$ cat config.mk
export PLATFORM = sky130hd
export DESIGN_NAME = buffer_reader
export DESIGN_NICKNAME = d
export VERILOG_FILES = /design/src/rtl/buffer_reader.sv
export SDC_FILE = /design/constraint.sdc
export NUM_CORES = 1
export LEC_CHECK = 0
export BUFFER_PORTS_ARGS = -buffer_cell sky130_fd_sc_hd__buf_2
export CAP_MARGIN = 20
export CORE_MARGIN = 2
export CORE_UTILIZATION = 55
export CTS_BUF_LIST = sky130_fd_sc_hd__clkbuf_8
export CTS_CLUSTER_SIZE = 28
export DETAILED_ROUTE_END_ITERATION = 16
export PLACE_DENSITY = 0.86
export SETUP_SLACK_MARGIN = 0.15
export SLEW_MARGIN = 0
export SYNTH_ARGS = -nofsm -noshare
export SYNTH_HDL_FRONTEND = slang
export SYNTH_SLANG_ARGS = --single-unit
export TNS_END_PERCENT = 50
$ cat constraint.sdc
create_clock -name clk -period 3.24 [get_ports clk]
set_input_delay 0.324 -clock clk [delete_from_list [all_inputs] [get_ports clk]]
set_output_delay 0.324 -clock clk [all_outputs]
set_load 0.02 [all_outputs]
$ cat src/rtl/buffer_reader.sv
// buffer_reader: consumer-side controller for an external DEPTH x DW buffer.
// Tracks buffer occupancy from the writer's strobe, issues single-cycle read
// strobes, registers the returned word and hands it downstream over
// valid/ready. Reads run as BURST-word bursts or as a flush-driven drain.
// Optional build macro BUF_READER_STATS_EN adds the drained/max_count outputs.
module buffer_reader #(
   parameter int unsigned DW    = 16,
   parameter int unsigned DEPTH = 8,
   parameter int unsigned BURST = 4
) (
   input  logic                   clk,
   input  logic                   rst,
   input  logic                   wr_seen,
   input  logic                   flush,
   output logic                   buf_rd,
   input  logic [DW-1:0]          buf_data,
   output logic [DW-1:0]          m_data,
   output logic                   m_valid,
   input  logic                   m_ready,
   output logic [$clog2(DEPTH):0] count,
   output logic                   busy,
   output logic                   overflow,
   output logic                   underflow
`ifdef BUF_READER_STATS_EN
   ,
   output logic [15:0]            drained,
   output logic [$clog2(DEPTH):0] max_count
`endif
);

   localparam int unsigned CW = $clog2(DEPTH) + 1;
   localparam logic [CW-1:0] FULL    = CW'(DEPTH);
   localparam logic [CW-1:0] BURST_N = CW'(BURST);

   typedef enum logic [1:0] {
      ST_IDLE,
      ST_BURST,
      ST_FLUSH
   } state_t;

   state_t        state_q, state_d;
   logic [CW-1:0] count_q, count_d;
   logic [CW-1:0] burst_cnt_q, burst_cnt_d;
   logic [DW-1:0] m_data_q, m_data_d;
   logic          m_valid_q, m_valid_d;
   logic          overflow_q, overflow_d;
   logic          underflow_q, underflow_d;
   logic          load;

   // A read is issued whenever a word is stored, the output stage can take it
   // and the controller is in an active read mode.
   always_comb begin
      load = (count_q != '0) && (!m_valid_q || m_ready) && (state_q != ST_IDLE);
   end

   assign buf_rd    = load;
   assign m_data    = m_data_q;
   assign m_valid   = m_valid_q;
   assign count     = count_q;
   assign busy      = (state_q != ST_IDLE);
   assign overflow  = overflow_q;
   assign underflow = underflow_q;

   // Read-mode sequencing: burst when enough words are stored, drain on flush.
   always_comb begin
      state_d     = state_q;
      burst_cnt_d = burst_cnt_q;
      if (load && (burst_cnt_q != '0)) begin
         burst_cnt_d = burst_cnt_q - 1'b1;
      end
      case (state_q)
         ST_IDLE: begin
            if (flush && (count_q != '0)) begin
               state_d = ST_FLUSH;
            end else if (count_q >= BURST_N) begin
               state_d     = ST_BURST;
               burst_cnt_d = BURST_N;
            end
         end
         ST_BURST: begin
            // Flush arriving mid-burst takes effect once the current word is read.
            if (load) begin
               if (burst_cnt_q == CW'(1)) begin
                  state_d = ST_IDLE;
               end else if (flush) begin
                  state_d = ST_FLUSH;
               end
            end
         end
         ST_FLUSH: begin
            if ((count_q == '0) && !flush) begin
               state_d = ST_IDLE;
            end
         end
         default: state_d = ST_IDLE;
      endcase
   end

   // Occupancy tracking and the sticky error flags.
   always_comb begin
      count_d     = count_q;
      overflow_d  = overflow_q;
      underflow_d = underflow_q;
      case ({wr_seen, load})
         2'b10: begin
            if (count_q == FULL) begin
               overflow_d = 1'b1;
            end else begin
               count_d = count_q + 1'b1;
            end
         end
         2'b01: count_d = count_q - 1'b1;
         default: count_d = count_q;
      endcase
      if (load && (count_q == '0)) begin
         underflow_d = 1'b1;
      end
   end

   // Output stage: capture the buffer word on a read, retire it on ready.
   always_comb begin
      m_data_d  = m_data_q;
      m_valid_d = m_valid_q;
      if (load) begin
         m_data_d  = buf_data;
         m_valid_d = 1'b1;
      end else if (m_ready) begin
         m_valid_d = 1'b0;
      end
   end

   // State and datapath registers.
   always_ff @(posedge clk or posedge rst) begin
      if (rst) begin
         state_q     <= ST_IDLE;
         count_q     <= '0;
         burst_cnt_q <= '0;
         m_data_q    <= '0;
         m_valid_q   <= 1'b0;
         overflow_q  <= 1'b0;
         underflow_q <= 1'b0;
      end else begin
         state_q     <= state_d;
         count_q     <= count_d;
         burst_cnt_q <= burst_cnt_d;
         m_data_q    <= m_data_d;
         m_valid_q   <= m_valid_d;
         overflow_q  <= overflow_d;
         underflow_q <= underflow_d;
      end
   end

`ifdef BUF_READER_STATS_EN
   logic [15:0]   drained_q, drained_d;
   logic [CW-1:0] max_count_q, max_count_d;

   // Transfer counter (wraps naturally) and occupancy high-water mark.
   always_comb begin
      drained_d   = drained_q;
      max_count_d = max_count_q;
      if (m_valid_q && m_ready) begin
         drained_d = drained_q + 16'd1;
      end
      if (count_d > max_count_q) begin
         max_count_d = count_d;
      end
   end

   // Statistics registers.
   always_ff @(posedge clk or posedge rst) begin
      if (rst) begin
         drained_q   <= '0;
         max_count_q <= '0;
      end else begin
         drained_q   <= drained_d;
         max_count_q <= max_count_d;
      end
   end

   assign drained   = drained_q;
   assign max_count = max_count_q;
`endif

endmodule
==> impl_results.md, run 1 <==
* Clk pin slew, worst setup/hold paths at 0.06 ns
* Top_reg_cell synth: dfrtp_1
* DP Area at 1600 sq um
* Setup CP Type: flop to output pin
* Die width at 53.8 um
* CTS HTree Levels at 2
* Synth Area per Inst at 12.6 sq um
* CTS root buf: clkbuf_8
* GR peak layer: met2
* Mapped cell area at 1360 sq um
* Cell area after layout at 1740 sq um
* Worst R2R Path Depth at 4
* Antenna violations before repair at 0
* Tot Pwr at 2.00 mW
* Clk sinks at 29
* CP endpoint: buf_rd
* Worst r2r src: count[1]
* Final WL at 2.65 mm
* Worst rel slew slack at 0.334
* Final setup vio count at 0
* GR Util met3 at 0.0722
* Reg2Reg Setup Slack at 1.08 ns
* Hold Crit Class: input port to flop
* First-pass GRT wire length at 4.12 mm
* Comb power frac at 0.477
* Pins Over Slew Limit at 0
* Post-route ant nets at 0
* Syn nets at 132
* Worst setup startpoint: count[1]
* Vias in the first global route at 968
* Netlist cell types at 34
* HPWL Detailed at 1.83 mm
* CORE AREA at 2410 sq um
* Yosys warning count at 0
* Ports at 46
* # diodes at 0
* HP Start: buf_data[8]
* Switch Pwr at 808 uW
* Min cycle time layout at 2.41 ns
* Synth-to-layout area growth at 27.5%
* RSZ-0062 raised after global routing: no
* Flop pwr share at 0.348
* Sw frac at 0.405
* Critical path data arrival time at 2.08 ns
* Post-route clock period utilization at 0.742
* Layout cells sized above 1 at 0.465
* Worst-Skew Late Latency at 0.28 ns
* Met1 usage at 0.247
* Post-Route Skew at 0.00521 ns
* Iter 0 DRT Violations at 3
* Startpoint types: flop
* P_leak at 0.848 nW
* Final Hold Violating Endpoints at 0
* Via count at 998
* Total CTS buffers at 5
* Nets at 183
* Aggregate negative setup slack at 0 ns
* TritonRoute pass-1 iters at 4
* Post-synthesis sequential area ratio at 0.533
* Synth Register Bits at 29
* DRC errors left at 0
* Ys async rst share at 1.00
* Cell row count at 18
* Status: complete, no violations
* Number of port buffers at 45
* Overall routing resource usage at 0.208
* Post-synth EDFFs at 0
* Setup Buffers After CTS at 0
* Slew @ Worst Pin at 0.996 ns
* WL/cell at 14.0 um
* Fill cells at 169
* R2R Path End: count[1]
* Internal power at 1.19 mW
* Global route overflow at 0
* Die footprint at 2890 sq um
* Gate Count Post-Synth at 108
* CP Capture Type: output pin
* Power per standard cell area at 1150 nW/um^2
* Starting density of the core at 0.565
* Met2 Usage GRT at 0.333
* Routability cong. at 0.744
* CP Data Required Time at 2.92 ns
* VDD IR max at 0.000804 V
* Clock power share at 0.175
* Post-DR vias/cell at 5.28
* Die outline height at 53.8 um
* TritonCTS clock tree: yes
* Largest net degree at the start of global routing at 30
* Fmax at 0.416 GHz
* Final design utilization at 0.721
* Maxcap violations at 0
* CTS Buffer Depth at 2
* Critical path peak fanout at 24
## worst max-delay path, cell delays in order (launching register included)
cell     delay (ns)
dfrtp_1        0.52
nor4_4         0.13
nor3_4         0.84
buf_2          0.31
## registers in the layout, summed over array words and instances (netlist names)
register / flops
count: 4
state_q: 2
m_valid: 1
underflow: 1
burst_cnt_q: 4
overflow: 1
m_data: 16
## cell families (layout without fill, tap and decap cells)
logic type | Yosys count | count (layout) | share of synthesized area
buffers and inverters | 8 | 59 | 0.0386
adder cells (fa/ha/maj) | 3 | 3 | 0.0276
multiplexers | 18 | 18 | 0.150
AO/OA/AOI/OAI | 14 | 14 | 0.0790
AND/OR/NAND/NOR | 30 | 30 | 0.134
XOR/XNOR | 6 | 6 | 0.0386
flip-flops | 29 | 29 | 0.533
## repair_timing
action,in CTS,in global routing
hold endpoints to repair,0,3
hold buffers,0,1
setup endpoints to repair,0,0
gates resized for setup,0,0
## Yosys cell counts (2+ instances only)
| cell type | instances | area, sq um |
|---|---|---|
| xor2_1 | 3 | 26.3 |
| nand4_1 | 2 | 12.5 |
| o21bai_1 | 2 | 15.0 |
| ha_1 | 3 | 37.5 |
| mux2_2 | 15 | 169 |
| xnor2_1 | 3 | 26.3 |
| nor4_1 | 2 | 12.5 |
| nor2_1 | 8 | 30.0 |
| nand2_1 | 4 | 15.0 |
| dfrtp_1 | 29 | 726 |
| mux2i_1 | 2 | 20.0 |
| inv_1 | 4 | 15.0 |
| o21ai_0 | 2 | 10.0 |
| a21o_1 | 2 | 15.0 |
| buf_6 | 3 | 33.8 |
| nor2b_1 | 2 | 12.5 |
| nand2b_1 | 2 | 12.5 |
| nor3_1 | 4 | 20.0 |
## placed cells by master, fill, tap and decap left out, types with 2 or more instances in the layout
cell / netlist / final
buf_2: 0 / 45
dfrtp_1: 29 / 29
mux2_2: 15 / 15
nor2_1: 8 / 8
clkbuf_8: 0 / 5
nand2_1: 4 / 4
inv_1: 4 / 4
nor3_1: 4 / 4
xor2_1: 3 / 3
xnor2_1: 3 / 3
ha_1: 3 / 3
nor2b_1: 2 / 2
a21o_1: 2 / 2
nor4_1: 2 / 2
o21bai_1: 2 / 2
nand2b_1: 2 / 2
nand4_1: 2 / 2
mux2i_1: 2 / 2
o21ai_0: 2 / 2
## per-stage QoR
stage / setup slack (ns) / instances / hold slack (ns)
floorplan: 1.29 / 108 / 0.402
global placement: 1.18 / 180 / 0.360
detailed placement: 1.08 / 180 / 0.360
CTS: 0.788 / 187 / 0.266
global route: 0.700 / 189 / 0.269
finish: 0.835 / 189 / 0.273
## how the worst min path moves through the flow
| stage | cells past startpoint | endpoint |
|---|---|---|
| after floorplan | 1 | burst_cnt_q[0] |
| after global placement | 0 | underflow |
| after detailed placement | 0 | underflow |
| after CTS | 2 | m_data[8] |
| after global routing | 2 | m_data[8] |
| final | 2 | m_data[8] |
## final cells by class
class	instances	area (sq um)	share of cell area
Sequential cell	29	726	0.418
Multi-Input combinational cell	71	584	0.336
Timing Repair Buffer	48	270	0.156
Clock buffer	5	68.8	0.0396
Tap cell	30	37.5	0.0216
Clock inverter	2	35.0	0.0202
Inverter	4	15.0	0.00865
## power groups by stage
| stage | registers (mW) | clock network, mW | logic [mW] |
|---|---|---|---|
| 3_3_place_gp | 0.682 | 0 | 0.920 |
| 6_report | 0.694 | 0.349 | 0.954 |
| 3_5_place_dp | 0.693 | 0 | 0.949 |
| 4_1_cts | 0.692 | 0.358 | 0.959 |
| 2_1_floorplan | 0.844 | 0 | 0.558 |
| 5_1_grt | 0.717 | 0.371 | 1.04 |
## routing by layer
metal	part of all wire	vias up
met4	0.019	0
met3	0.061	7
li1	-	482
met5	0	-
met1	0.43	473
met2	0.49	36
Power figures use the tool's default switching activity.
==> run 2: changes to the inputs <==
--- a/config.mk
+++ b/config.mk
@@ -8,11 +8,11 @@
 export BUFFER_PORTS_ARGS = -buffer_cell sky130_fd_sc_hd__buf_2
 export CAP_MARGIN = 20
 export CORE_MARGIN = 2
-export CORE_UTILIZATION = 55
+export CORE_UTILIZATION = 46
 export CTS_BUF_LIST = sky130_fd_sc_hd__clkbuf_8
 export CTS_CLUSTER_SIZE = 28
 export DETAILED_ROUTE_END_ITERATION = 16
-export PLACE_DENSITY = 0.86
+export PLACE_DENSITY = 0.77
 export SETUP_SLACK_MARGIN = 0.15
 export SLEW_MARGIN = 0
 export SYNTH_ARGS = -nofsm -noshare
==> constraint.sdc (replaced) <==
create_clock -name clk -period 2.2 [get_ports clk]
set_input_delay 0.22 -clock clk [delete_from_list [all_inputs] [get_ports clk]]
set_output_delay 0.22 -clock clk [all_outputs]
set_load 0.02 [all_outputs]
==> run 2 against run 1 <==
  * Die area increased by 18%
  * Sequential power grew 48%
  * Wire length grew 3.3%
  * Hold slack lost 0.27 ns
  * Clock skew hardly changed
  * Sequential share of layout area grew 1.2 points
  * Critical endpoint is now count[2]
  * Largest cell class unchanged
  * Largest power group unchanged
  * Highest routed layer unchanged
==> impl_results.md, run 2 (synthesis gave the netlist of run 1 again) <==
* Status: complete, no violations (unchanged)
* Nets at 184 (was 183)
* Hold Crit Class: input port to async pin (was input port to flop)
* DRC errors left at 0 (unchanged)
* Via count at 1014 (was 998)
* VDD IR max at 0.00108 V (was 0.000804 V)
* Number of port buffers at 45 (unchanged)
* Reg2Reg Setup Slack at 0.26 ns (was 1.08 ns)
* # diodes at 0 (unchanged)
* Clk sinks at 29 (unchanged)
* Critical path peak fanout at 7 (was 24)
* CP Capture Type: flop (was output pin)
* CP Data Required Time at 2.40 ns (was 2.92 ns)
* Startpoint types: flop (unchanged)
* First-pass GRT wire length at 4.62 mm (was 4.12 mm)
* Worst r2r src: count[3] (was count[1])
* Flop pwr share at 0.361 (was 0.348)
* Sw frac at 0.421 (was 0.405)
* HPWL Detailed at 2.10 mm (was 1.83 mm)
* Inst Count DP at 183 (was 180)
* Final Hold Violating Endpoints at 0 (unchanged)
* Clk pin slew, worst setup/hold paths at 0.06 ns (about the same)
* CTS HTree Levels at 2 (unchanged)
* Final setup vio count at 0 (unchanged)
* Worst stage delay on the critical path at 0.47 ns (was 0.84 ns)
* Clock power share at 0.135 (was 0.175)
* Slew @ Worst Pin at 0.618 ns (was 0.996 ns)
* Worst R2R Path Depth at 7 (was 4)
* Routability cong. at 0.784 (was 0.744)
* Maxcap violations at 0 (unchanged)
* Met2 Usage GRT at 0.310 (was 0.333)
* Final WL at 2.74 mm (was 2.65 mm)
* Vias in the first global route at 1094 (was 968)
* Fmax at 0.516 GHz
* Ports at 46 (unchanged)
* Worst path cell trace: nor4_4 -> nor4_1 -> xor2_1 -> ha_1 -> o31ai_1 -> a2bb2oi_1 -> xnor2_1 (was nor4_4 -> nor3_4 -> buf_2)
* Switch Pwr at 1.20 mW (was 808 uW)
* Layout cells sized above 1 at 0.484 (was 0.465)
* Aggregate negative setup slack at 0 ns (unchanged)
* Final Non-Filler Cells at 190 (was 189)
* TritonRoute pass-1 iters at 4 (unchanged)
* Die width at 58.4 um (was 53.8 um)
* Met1 usage at 0.210 (was 0.247)
* Cell row count at 19 (was 18)
* WL/cell at 14.4 um (was 14.0 um)
* Internal power at 1.65 mW (was 1.19 mW)
* Iter 0 DRT Violations at 25 (was 3)
* Total CTS buffers at 5 (unchanged)
* Most common cell after layout, fill and taps aside: buf_2 (unchanged)
* CORE AREA at 2780 sq um (was 2410 sq um)
* Worst setup margin at 0.264 ns (was 0.835 ns)
* Die outline height at 58.4 um (was 53.8 um)
* Worst rel slew slack at 0.585 (was 0.334)
* P_leak at 0.830 nW (was 0.848 nW)
* Synth-to-layout area growth at 24.4% (was 27.5%)
* Setup CP Type: flop to flop (was flop to output pin)
* Critical path data arrival time at 2.13 ns (was 2.08 ns)
* Overall routing resource usage at 0.181 (was 0.208)
* Starting density of the core at 0.490 (was 0.565)
* Slowest-stage cell, CP: dfrtp_2 (was nor3_4)
* Pins Over Slew Limit at 0 (unchanged)
* Hold_buf cts at 0 (unchanged)
* Max FFs per register at 16 (unchanged)
* Post-route ant nets at 0 (unchanged)
* TritonCTS clock tree: yes (unchanged)
* Worst-Skew Late Latency at 0.27 ns (was 0.28 ns)
* Post-DR vias/cell at 5.34 (was 5.28)
* GR Util met3 at 0.0549 (was 0.0722)
* Post-route clock period utilization at 0.880
* Die footprint at 3410 sq um (was 2890 sq um)
* Global route overflow at 0 (unchanged)
* Comb power frac at 0.504 (was 0.477)
* Most frequent cells in the layout: buf_2 (45), dfrtp_1 (27), mux2_2 (15) (was buf_2 (45), dfrtp_1 (29), mux2_2 (15))
* Min cycle time layout at 1.94 ns
* RSZ-0062 raised after global routing: no (unchanged)
* R2R Path End: count[2] (was count[1])
* Power per standard cell area at 1680 nW/um^2 (was 1150 nW/um^2)
* Largest net degree at the start of global routing at 30 (unchanged)
* GR peak layer: met2 (unchanged)
* Antenna violations before repair at 0 (unchanged)
* Pre-CTS setup slack at 0.192 ns (was 1.08 ns)
* Post-Route Skew at 0.00508 ns (was 0.00521 ns)
* CTS Buffer Depth at 2 (unchanged)
* CTS root buf: clkbuf_8 (unchanged)
==> run 2: power by group through the flow <==
stage	sequential (mW)	combinational, mW	clock (mW)
floorplan	1.24	0.822	0
global placement	1.00	1.38	0
detailed placement	1.03	1.43	0
CTS	1.02	1.44	0.393
global route	1.07	1.56	0.419
finish	1.03	1.43	0.386
==> run 2: worst max path at each step <==
stage / cells past startpoint / slack [ns] / to / start
2_1_floorplan: 8 / 0.25 / count[2] / count[1]
3_3_place_gp: 7 / 0.31 / count[2] / count[0]
3_5_place_dp: 7 / 0.19 / count[2] / count[0]
4_1_cts: 7 / 0.18 / count[2] / count[0]
5_1_grt: 7 / 0.15 / count[2] / count[3]
6_report: 7 / 0.26 / count[2] / count[3]
==> run 2: stage by stage <==
step	area [sq um]	util	hold slack [ns]	power [mW]
2_1_floorplan	1360	-	0.298	2.06
4_1_cts	1690	0.606	0.0231	2.86
6_report	1700	0.610	0.00285	2.85
3_3_place_gp	1610	0.579	0.301	2.38
3_5_place_dp	1610	0.579	0.313	2.46
5_1_grt	1700	0.610	0.0568	3.06
==> run 2: per-layer routing <==
layer  vias up  routed length (um)  share of wire
met5         -                   0              0
met4         0                  68          0.025
met3        10                 176          0.064
met2        44                1400           0.51
met1       480                1100           0.40
li1        480                   -              -
==> run 2: timing repair <==
item,4_1_cts,5_1_grt
buffers inserted,0,1
setup endpoints to repair,0,3
gates resized for setup,0,2
==> run 2: worst max-delay path, delay by kind of cell (launching register included) <==
kind,cells,cell delay [ns]
AOI/OAI and AO/OA,2,0.29
xor gates and xnor gates,2,0.31
DFF,1,0.47
and+or+nand+nor,2,0.57
adders and majority gates,1,0.22
==> run 2: final cells by class <==
class                      count  area (sq um)
multi-input combinational     71           584
tap                           31          38.8
timing repair buffer          49           255
inverter                       4          15.0
clock buffer                   5          68.8
fill                         236          1090
sequential                    29           728
clock inverter                 1          5.00
==> run 3: changes to the inputs <==
--- a/config.mk
+++ b/config.mk
@@ -7,12 +7,12 @@
 export LEC_CHECK = 0
 export BUFFER_PORTS_ARGS = -buffer_cell sky130_fd_sc_hd__buf_2
 export CAP_MARGIN = 20
-export CORE_MARGIN = 2
+export CORE_MARGIN = 3
 export CORE_UTILIZATION = 46
 export CTS_BUF_LIST = sky130_fd_sc_hd__clkbuf_8
 export CTS_CLUSTER_SIZE = 28
 export DETAILED_ROUTE_END_ITERATION = 16
-export PLACE_DENSITY = 0.77
+export PLACE_DENSITY = 0.76
 export SETUP_SLACK_MARGIN = 0.15
 export SLEW_MARGIN = 0
 export SYNTH_ARGS = -nofsm -noshare
==> run 3 against run 2 <==
  * Combinational power up 4%
  * Critical path depth is 2 lower
  * Sequential cell count is the same
  * First-iteration DRC count increased by 80%
  * Critical endpoint is now buf_rd
  * Die area rose by 7.0%
  * Clock power hardly changed
  * Hold slack gained 0.0065 ns
  * Cell area is 1.9% higher
==> impl_results.md, run 3 (synthesis gave the netlist of run 1 again) <==
* Status: complete, no violations (unchanged)
* Layout cells sized above 1 at 0.500 (was 0.484)
* Worst-Skew Late Latency at 0.27 ns (about the same)
* Worst rel slew slack at 0.564 (was 0.585)
* Post-route ant nets at 0 (unchanged)
* Setup CP Type: flop to output pin (was flop to flop)
* CORE AREA at 2780 sq um (unchanged)
* Fmax at 0.504 GHz (was 0.516 GHz)
* R2R Path End: count[2] (unchanged)
* Hold WS at 0.00931 ns (was 0.00285 ns)
* Worst R2R Path Depth at 7 (unchanged)
* Startpoint types: flop (unchanged)
* Number of port buffers at 45 (unchanged)
* WL/cell at 14.5 um (was 14.4 um)
* Worst setup margin at 0.215 ns (was 0.264 ns)
* P_leak at 0.847 nW (was 0.830 nW)
* Nets at 187 (was 184)
* Clk pin slew, worst setup/hold paths at 0.06 ns (about the same)
* Vias in the first global route at 1055 (was 1094)
* Global route overflow at 0 (unchanged)
* Worst r2r src: count[3] (unchanged)
* First-pass GRT wire length at 4.49 mm (was 4.62 mm)
* TritonCTS clock tree: yes (unchanged)
* Most common cell after layout, fill and taps aside: buf_2 (unchanged)
* Final setup vio count at 0 (unchanged)
* Total CTS buffers at 5 (unchanged)
* Cell row count at 19 (unchanged)
* CP Data Required Time at 1.98 ns (was 2.40 ns)
* Antenna violations before repair at 0 (unchanged)
* Post-DR vias/cell at 5.35 (was 5.34)
* VDD IR max at 0.00114 V (was 0.00108 V)
* Critical path peak fanout at 10 (was 7)
* Final WL at 2.79 mm (was 2.74 mm)
* CTS Buffer Depth at 2 (unchanged)
* Die footprint at 3650 sq um (was 3410 sq um)
* Critical path data arrival time at 1.76 ns (was 2.13 ns)
* HPWL Detailed at 2.03 mm (was 2.10 mm)
* Tot Pwr at 2.89 mW (was 2.85 mW)
* Synth-to-layout area growth at 26.8% (was 24.4%)
* Power per standard cell area at 1670 nW/um^2 (was 1680 nW/um^2)
* Clk sinks at 29 (unchanged)
* Maxcap violations at 0 (unchanged)
* Post-route clock period utilization at 0.902 (was 0.880)
* Largest net degree at the start of global routing at 30 (unchanged)
* Inst Count DP at 183 (unchanged)
* CP Capture Type: output pin (was flop)
* Reg2Reg Setup Slack at 0.24 ns (was 0.26 ns)
* Cell area after layout at 1730 sq um (was 1700 sq um)
* Routability cong. at 0.815 (was 0.784)
* Slew @ Worst Pin at 0.649 ns (was 0.618 ns)
* CTS HTree Levels at 2 (unchanged)
* RSZ-0062 raised after global routing: yes (was no)
* Pins Over Slew Limit at 0 (unchanged)
* Pre-CTS setup slack at 0.193 ns (was 0.192 ns)
* TritonRoute pass-1 iters at 4 (unchanged)
* Via count at 1033 (was 1014)
* Overall routing resource usage at 0.167 (was 0.181)
* Most frequent cells in the layout: buf_2 (45), dfrtp_1 (27), mux2_2 (15) (unchanged)
* Final design utilization at 0.621 (was 0.610)
* Post-Route Skew at 0.00469 ns (was 0.00508 ns)
* Max FFs per register at 16 (unchanged)
* Hold_buf cts at 0 (unchanged)
* DRC errors left at 0 (unchanged)
* Final Hold Violating Endpoints at 0 (unchanged)
* Die width at 60.4 um (was 58.4 um)
* Final Non-Filler Cells at 193 (was 190)
* CTS root buf: clkbuf_8 (unchanged)
* Iter 0 DRT Violations at 45 (was 25)
* # diodes at 0 (unchanged)
* DP Area at 1610 sq um (unchanged)
* Ports at 46 (unchanged)
* Starting density of the core at 0.490 (unchanged)
* Die outline height at 60.4 um (was 58.4 um)
* Aggregate negative setup slack at 0 ns (unchanged)
* Min cycle time layout at 1.98 ns (was 1.94 ns)
* Hold Crit Class: input port to async pin (unchanged)
run 3: cell count changes in the layout (fill, tap and decap cells not counted):
cell and change:
nor4_1 -1, nor4_2 +1, buf_6 +1, buf_4 +2
run 3: report_power, final:
part,internal (mW),switching (mW)
registers,0.801,0.215
logic,0.680,0.809
clock network,0.207,0.178
run 3: what timing repair did:
action	CTS	global route
setup endpoints to repair	0	3
resized for setup	0	4
setup buffers	0	4
run 3: layout make-up:
type                       instances  area [sq um]
clock inverter                     1          5.00
inverter                           4          15.0
timing repair buffer              52           282
multi-input combinational         71           591
tap                               31          38.8
sequential                        29           728
clock buffer                       5          68.8
fill                             219          1050
run 3: critical path, stage by stage, from the launching register on:
cell and delay, ns:
dfrtp_2 0.46, nor4_4 0.44, buf_4 0.20, nor3_4 0.06, buf_6 0.18, buf_2 0.16
run 3: layer usage:
metal / wire, um / global-route usage / vias up
li1: - / - / 489
met1: 1150 / 0.188 / 503
met2: 1420 / 0.284 / 34
met3: 175 / 0.0532 / 7
met4: 54 / 0.0898 / 0
met5: 0 / 0 / -
run 3: how the worst max path moves through the flow:
stage | cells after the start | slack, ns | endpoint | startpoint
floorplan | 8 | 0.25 | count[2] | count[1]
global placement | 7 | 0.30 | count[2] | count[0]
detailed placement | 7 | 0.19 | count[2] | count[0]
CTS | 7 | 0.18 | count[2] | count[0]
global route | 7 | 0.07 | count[2] | count[3]
finish | 5 | 0.22 | buf_rd | count[3]
